--- src/rtl/mindy_phase_sched.sv ---
// Round-robin phase scheduler: coalesces per-phase events and issues one frame command at a time.
// Optional watchdog on the completion wait is compiled in with MINDY_SCHED_WATCHDOG_EN.
module mindy_phase_sched #(
  parameter int unsigned TIMEOUT_CYCLES = 100000,
  parameter int unsigned CTR_W          = 8
) (
  input  logic             clk,
  input  logic             resetn,
  input  logic             enable,
  input  logic [31:0]      frame_ctr0,
  input  logic [31:0]      frame_ctr1,
  input  logic [7:0]       AXIS_IN_TDATA,
  input  logic             AXIS_IN_TVALID,
  output logic             AXIS_IN_TREADY,
  output logic             CMD_PHASE,
  output logic [31:0]      CMD_FRAME,
  output logic             CMD_VALID,
  input  logic             CMD_READY,
  input  logic             CMD_DONE,
  output logic             busy,
  output logic [1:0]       pending,
  output logic [CTR_W-1:0] overrun_count,
  output logic [CTR_W-1:0] badid_count,
  output logic [CTR_W-1:0] timeout_count
);

  localparam logic [1:0] S_IDLE  = 2'd0;
  localparam logic [1:0] S_ISSUE = 2'd1;
  localparam logic [1:0] S_WAIT  = 2'd2;

  logic [1:0] state;
  logic       last_grant;
  logic       ev_acc;
  logic       ev_ok;
  logic       ev_bad;
  logic       ev_id;
  logic [1:0] set_mask;
  logic [1:0] clr_mask;
  logic       grant;
  logic       gnt_phase;

  always_comb begin
    ev_acc    = AXIS_IN_TVALID & AXIS_IN_TREADY;
    ev_ok     = ev_acc & ~(|AXIS_IN_TDATA[7:1]);
    ev_bad    = ev_acc & (|AXIS_IN_TDATA[7:1]);
    ev_id     = AXIS_IN_TDATA[0];
    grant     = (state == S_IDLE) & enable & (|pending);
    gnt_phase = (&pending) ? ~last_grant : pending[1];
    set_mask  = '0;
    clr_mask  = '0;
    if (ev_ok) set_mask[ev_id] = 1'b1;
    if (grant) clr_mask[gnt_phase] = 1'b1;
  end

  assign busy = (state != S_IDLE);

`ifdef MINDY_SCHED_WATCHDOG_EN
  logic [31:0] wd_cnt;
  logic        wd_expire;

  assign wd_expire = (wd_cnt == TIMEOUT_CYCLES - 32'd1);

  always_ff @(posedge clk or negedge resetn) begin
    if (!resetn) begin
      wd_cnt        <= '0;
      timeout_count <= '0;
    end else begin
      if (state == S_ISSUE && CMD_READY) wd_cnt <= '0;
      else if (state == S_WAIT)           wd_cnt <= wd_cnt + 32'd1;
      // A completion on the expiry edge takes precedence over the timeout.
      if (state == S_WAIT && !CMD_DONE && wd_expire && timeout_count != '1)
        timeout_count <= timeout_count + CTR_W'(1);
    end
  end
`else
  assign timeout_count = '0;
`endif

  always_ff @(posedge clk or negedge resetn) begin
    if (!resetn) begin
      AXIS_IN_TREADY <= 1'b0;
      pending        <= '0;
      overrun_count  <= '0;
      badid_count    <= '0;
    end else begin
      AXIS_IN_TREADY <= 1'b1;
      // Set after clear: an event landing on its own phase's grant edge stays pending.
      pending <= (pending & ~clr_mask) | set_mask;
      if (ev_ok && pending[ev_id] && overrun_count != '1)
        overrun_count <= overrun_count + CTR_W'(1);
      if (ev_bad && badid_count != '1)
        badid_count <= badid_count + CTR_W'(1);
    end
  end

  always_ff @(posedge clk or negedge resetn) begin
    if (!resetn) begin
      state      <= S_IDLE;
      last_grant <= 1'b1;
      CMD_PHASE  <= 1'b0;
      CMD_FRAME  <= '0;
      CMD_VALID  <= 1'b0;
    end else begin
      case (state)
        S_IDLE: begin
          if (grant) begin
            CMD_PHASE  <= gnt_phase;
            CMD_FRAME  <= gnt_phase ? frame_ctr1 : frame_ctr0;
            CMD_VALID  <= 1'b1;
            last_grant <= gnt_phase;
            state      <= S_ISSUE;
          end
        end
        S_ISSUE: begin
          if (CMD_READY) begin
            CMD_VALID <= 1'b0;
            state     <= S_WAIT;
          end
        end
        S_WAIT: begin
          if (CMD_DONE) state <= S_IDLE;
`ifdef MINDY_SCHED_WATCHDOG_EN
          else if (wd_expire) state <= S_IDLE;
`endif
        end
        default: state <= S_IDLE;
      endcase
    end
  end

endmodule

--- config.mk ---
export PLATFORM = sky130hd
export DESIGN_NAME = mindy_phase_sched
export DESIGN_NICKNAME = d
export VERILOG_FILES = /design/src/rtl/mindy_phase_sched.sv
export SDC_FILE = /design/constraint.sdc
export NUM_CORES = 1
export LEC_CHECK = 0
export BUFFER_PORTS_ARGS = -buffer_cell sky130_fd_sc_hd__buf_2
export CAP_MARGIN = 20
export CELL_PAD_IN_SITES_DETAIL_PLACEMENT = 0
export CELL_PAD_IN_SITES_GLOBAL_PLACEMENT = 1
export CORE_ASPECT_RATIO = 1.75
export CORE_MARGIN = 8
export CORE_UTILIZATION = 30
export DETAILED_ROUTE_END_ITERATION = 6
export PLACE_DENSITY_LB_ADDON = 0.1
export SYNTH_ARGS = -nofsm -noshare
export SYNTH_HDL_FRONTEND = slang
export SYNTH_SLANG_ARGS = --single-unit
--- constraint.sdc ---
create_clock -name clk -period 1.4 [get_ports clk]
set_input_delay 0.07 -clock clk [delete_from_list [all_inputs] [get_ports clk]]
set_output_delay 0.07 -clock clk [all_outputs]
set_load 0.02 [all_outputs]
==> flow_summary.yaml <==
run_status:
  violations: "negative hold slack, negative setup slack"
  result_of_the_run: "finished, violations left"
die:
  die_y_um: 141
  row_cnt: 45
  die-area_mm2: 0.0123
  fp.dieW_um: 87.5
  start_util_pct: 30.9
  floorplan.io_pins: 140
  fp.coreArea_mm2: 0.00867
sta:
  clock_period_minus_final_worst_setup_slack_ns: 1.47
  final-max-slew-violation-count: 0
  fin_tns_setup_ns: -0.764
  timing.fmax_mhz: 682
  final.hold.worst_slack_ns: -0.00312
  finalHoldViolCount: 1
  finalSetupViolCount: 22
  setup_slack_ns: -0.0658
  final_min_period_over_clock_period_pct: 105
  worst_clock_skew_ns: 0.00356
  unrepaired_setup_endpoints_after_global_routing: "true"
placement:
  numPortBuffers: 131
  routabilityCongestion: 0.731
  placed_area_mm2: 0.00370
  place_hpwl_um: 6300
  placed_cells_incl_taps: 520
clock_network:
  cts_max_path_bufs: 2
  clk_pin_slew_worst_paths_ns: 0.07
  clk_latency_ns: 0.29
  cts_made_buffers: 5
  cts_tree: "done"
  clkSinkCount: 56
  root_buffer: "sky130_fd_sc_hd__clkbuf_16"
  number_of_h_tree_branching_levels: 2
synthesis:
  ys_seq_area_share_pct: 52.3
  ys_top_cells_by_count: "sky130_fd_sc_hd__dfrtp_1, sky130_fd_sc_hd__nand2_1, sky130_fd_sc_hd__o21ai_0, sky130_fd_sc_hd__mux2i_1, sky130_fd_sc_hd__buf_4"
  post_synth_num_cell_types: 36
  synth-async-reset-ratio_pct: 100
  synth_top_area_cell: "sky130_fd_sc_hd__dfrtp_1"
  postSynth.topFlopCell: "sky130_fd_sc_hd__dfrtp_1"
  synth_area_mm2: 0.00268
  synth.avg_cell_area_um2: 10.6
  synthesis.instances: 253
  post-synth-top-area-fraction_pct: 51.4
  synth-edff-count: 0
  postSynthRegisterBits: 56
  yosysWarningCount: 0
  most_common_cell_in_the_synthesized_netlist: "sky130_fd_sc_hd__dfrtp_1"
  ys_top_cells_by_area: "sky130_fd_sc_hd__dfrtp_1, sky130_fd_sc_hd__mux2i_1, sky130_fd_sc_hd__o21ai_0"
layout:
  layout.cells.non_filler: 550
  post_route_cells_drive_above_1_share_pct: 54.3
  antenna_cells_inserted: 0
  finish.instance_area_mm2: 0.00434
  flow.area_growth_from_synthesis_pct: 62.1
  filler_cell_count: 883
  layout.nets: 512
critical_path:
  reg2reg_slack_ns: -0.07
  crit_type: "reg -> reg"
  timing.critical_path.arrival_ns: 1.65
  worstReg2RegStart: "pending[0]"
  timing.rr.end: "CMD_FRAME[27]"
  data_required_critical_path_ns: 1.58
  setup.worst_path.end_class: "flip-flop"
  worst-r2r-cell-count: 6
  endpoint: "CMD_FRAME[27]"
  critPathLaunch: "pending[0]"
  setup.worst_path.start_class: "flip-flop"
  path_max_fanout: 6
route:
  vias_post_dr: 2485
  detail_route.wirelength_um: 8790
  drcViolationCount: 0
  final_antenna_net_count: 0
  wire_per_inst_um: 16.0
  drt-initial-drc-count: 64
  vias_per_cell: 4.52
  detail_route.first_pass.iterations: 4
power_and_ir_drop:
  worst_case_vdd_ir_drop_v: 0.000647
  power_per_cell_area_mw_per_mm2: 1520
  power.leakage_nw: 2.17
grt:
  global_route.usage.total_pct: 14.1
  gr-total-overflow: 0
  first_global_vias: 2675
  grt_pass1_wl_um: 13500
  number_of_antenna_violations_at_the_first_check_in_global_routing: 1
  grt_max_degree: 30
hold_path:
  startpoint_of_the_tightest_hold_check_path: "AXIS_IN_TDATA[0]"
  min_path_type: "in -> reg"
job:
  cap_viol_max_count: 0
[critical path: stages (launching register included)]
cell,delay (ns)
sky130_fd_sc_hd__dfrtp_2,0.42
sky130_fd_sc_hd__and2_4,0.17
sky130_fd_sc_hd__nor2b_4,0.16
sky130_fd_sc_hd__buf_4,0.15
sky130_fd_sc_hd__buf_8,0.12
sky130_fd_sc_hd__mux2i_2,0.24
sky130_fd_sc_hd__o21ai_1,0.08
[placed cells by master (no fill, tap or decap), types with 5 or more instances in the layout]
cell type and count:
sky130_fd_sc_hd__dfrtp_1 48, sky130_fd_sc_hd__mux2i_1 29, sky130_fd_sc_hd__buf_2 131, sky130_fd_sc_hd__mux2_4 5, sky130_fd_sc_hd__o21ai_1 33, sky130_fd_sc_hd__clkbuf_16 7
sky130_fd_sc_hd__xor2_1 8, sky130_fd_sc_hd__buf_4 34, sky130_fd_sc_hd__buf_12 7, sky130_fd_sc_hd__buf_6 5, sky130_fd_sc_hd__nand2_1 37, sky130_fd_sc_hd__dfrtp_2 7
sky130_fd_sc_hd__conb_1 9
[how the worst min path moves through the flow]
stage | end | depth (start not counted)
after global placement | CMD_FRAME[21] | 1
after floorplan | AXIS_IN_TREADY | 0
after CTS | pending[0] | 2
after detailed placement | CMD_FRAME[23] | 1
final | pending[0] | 2
after global routing | pending[0] | 2
[power by group]
| group | switching (mW) | internal [mW] |
|---|---|---|
| registers | 0.323 | 2.19 |
| clock network | 0.578 | 0.707 |
| logic | 1.64 | 1.15 |
[kinds of logic (layout without fill, tap and decap cells)]
logic type / Yosys count / count (layout) / share of synthesized area [%]
other: 2 / 9 / 0.280
XOR/XNOR: 9 / 9 / 2.94
multiplexers: 40 / 40 / 15.3
adder cells (fa/ha/maj): 2 / 2 / 0.934
flip-flops: 56 / 56 / 52.3
buffers and inverters: 22 / 195 / 4.58
AND/OR/NAND/NOR: 74 / 74 / 14.1
AO/OA/AOI/OAI: 48 / 48 / 9.52
[sequential cells by signal (all words and copies together), names as in the netlist]
| name | count |
|---|---|
| CMD_VALID | 1 |
| state | 2 |
| last_grant | 1 |
| CMD_PHASE | 1 |
| badid_count | 8 |
| AXIS_IN_TREADY | 1 |
| overrun_count | 8 |
| CMD_FRAME | 32 |
| pending | 2 |
[metal layers]
metal  vias up  share of wire (%)  wire, µm  track usage [%]
met5         -               0.14        12                0
met2        78                 56      4940             26.7
met4         2                1.6       138             4.56
met1      1164                 35      3060             13.9
met3        10                7.2       634             4.13
li1       1231                  -         -                -
[per-stage QoR]
stage	power [mW]	util (%)	hold slack (ns)	worst slack [ns]
finish	6.59	50.1	-0.00312	-0.0658
CTS	6.54	47.7	0.00710	-0.0516
detailed placement	5.11	42.7	0.0629	-0.0802
floorplan	3.94	-	-0.226	-0.0816
global placement	5.07	42.7	0.0490	-0.0443
global route	7.03	50.1	0.00625	-0.154
[area by class of cell]
| type | count | area (µm²) | share of cell area (%) |
|---|---|---|---|
| Sequential cell | 56 | 1410 | 32.5 |
| Tap cell | 117 | 146 | 3.37 |
| Inverter | 3 | 11.3 | 0.259 |
| Clock buffer | 6 | 139 | 3.20 |
| Multi-Input combinational cell | 182 | 1380 | 31.7 |
| Timing Repair Buffer | 184 | 1250 | 28.7 |
| Clock inverter | 2 | 10.0 | 0.230 |
[timing repair]
item	CTS	global route
setup buffers	8	8
cloned	4	3
endpoints found under the setup margin	31	49
pin swaps	5	17
gates resized for setup	41	34
endpoints found under the hold margin	15	0
hold buffers	2	0
Power figures use the tool's default switching activity.
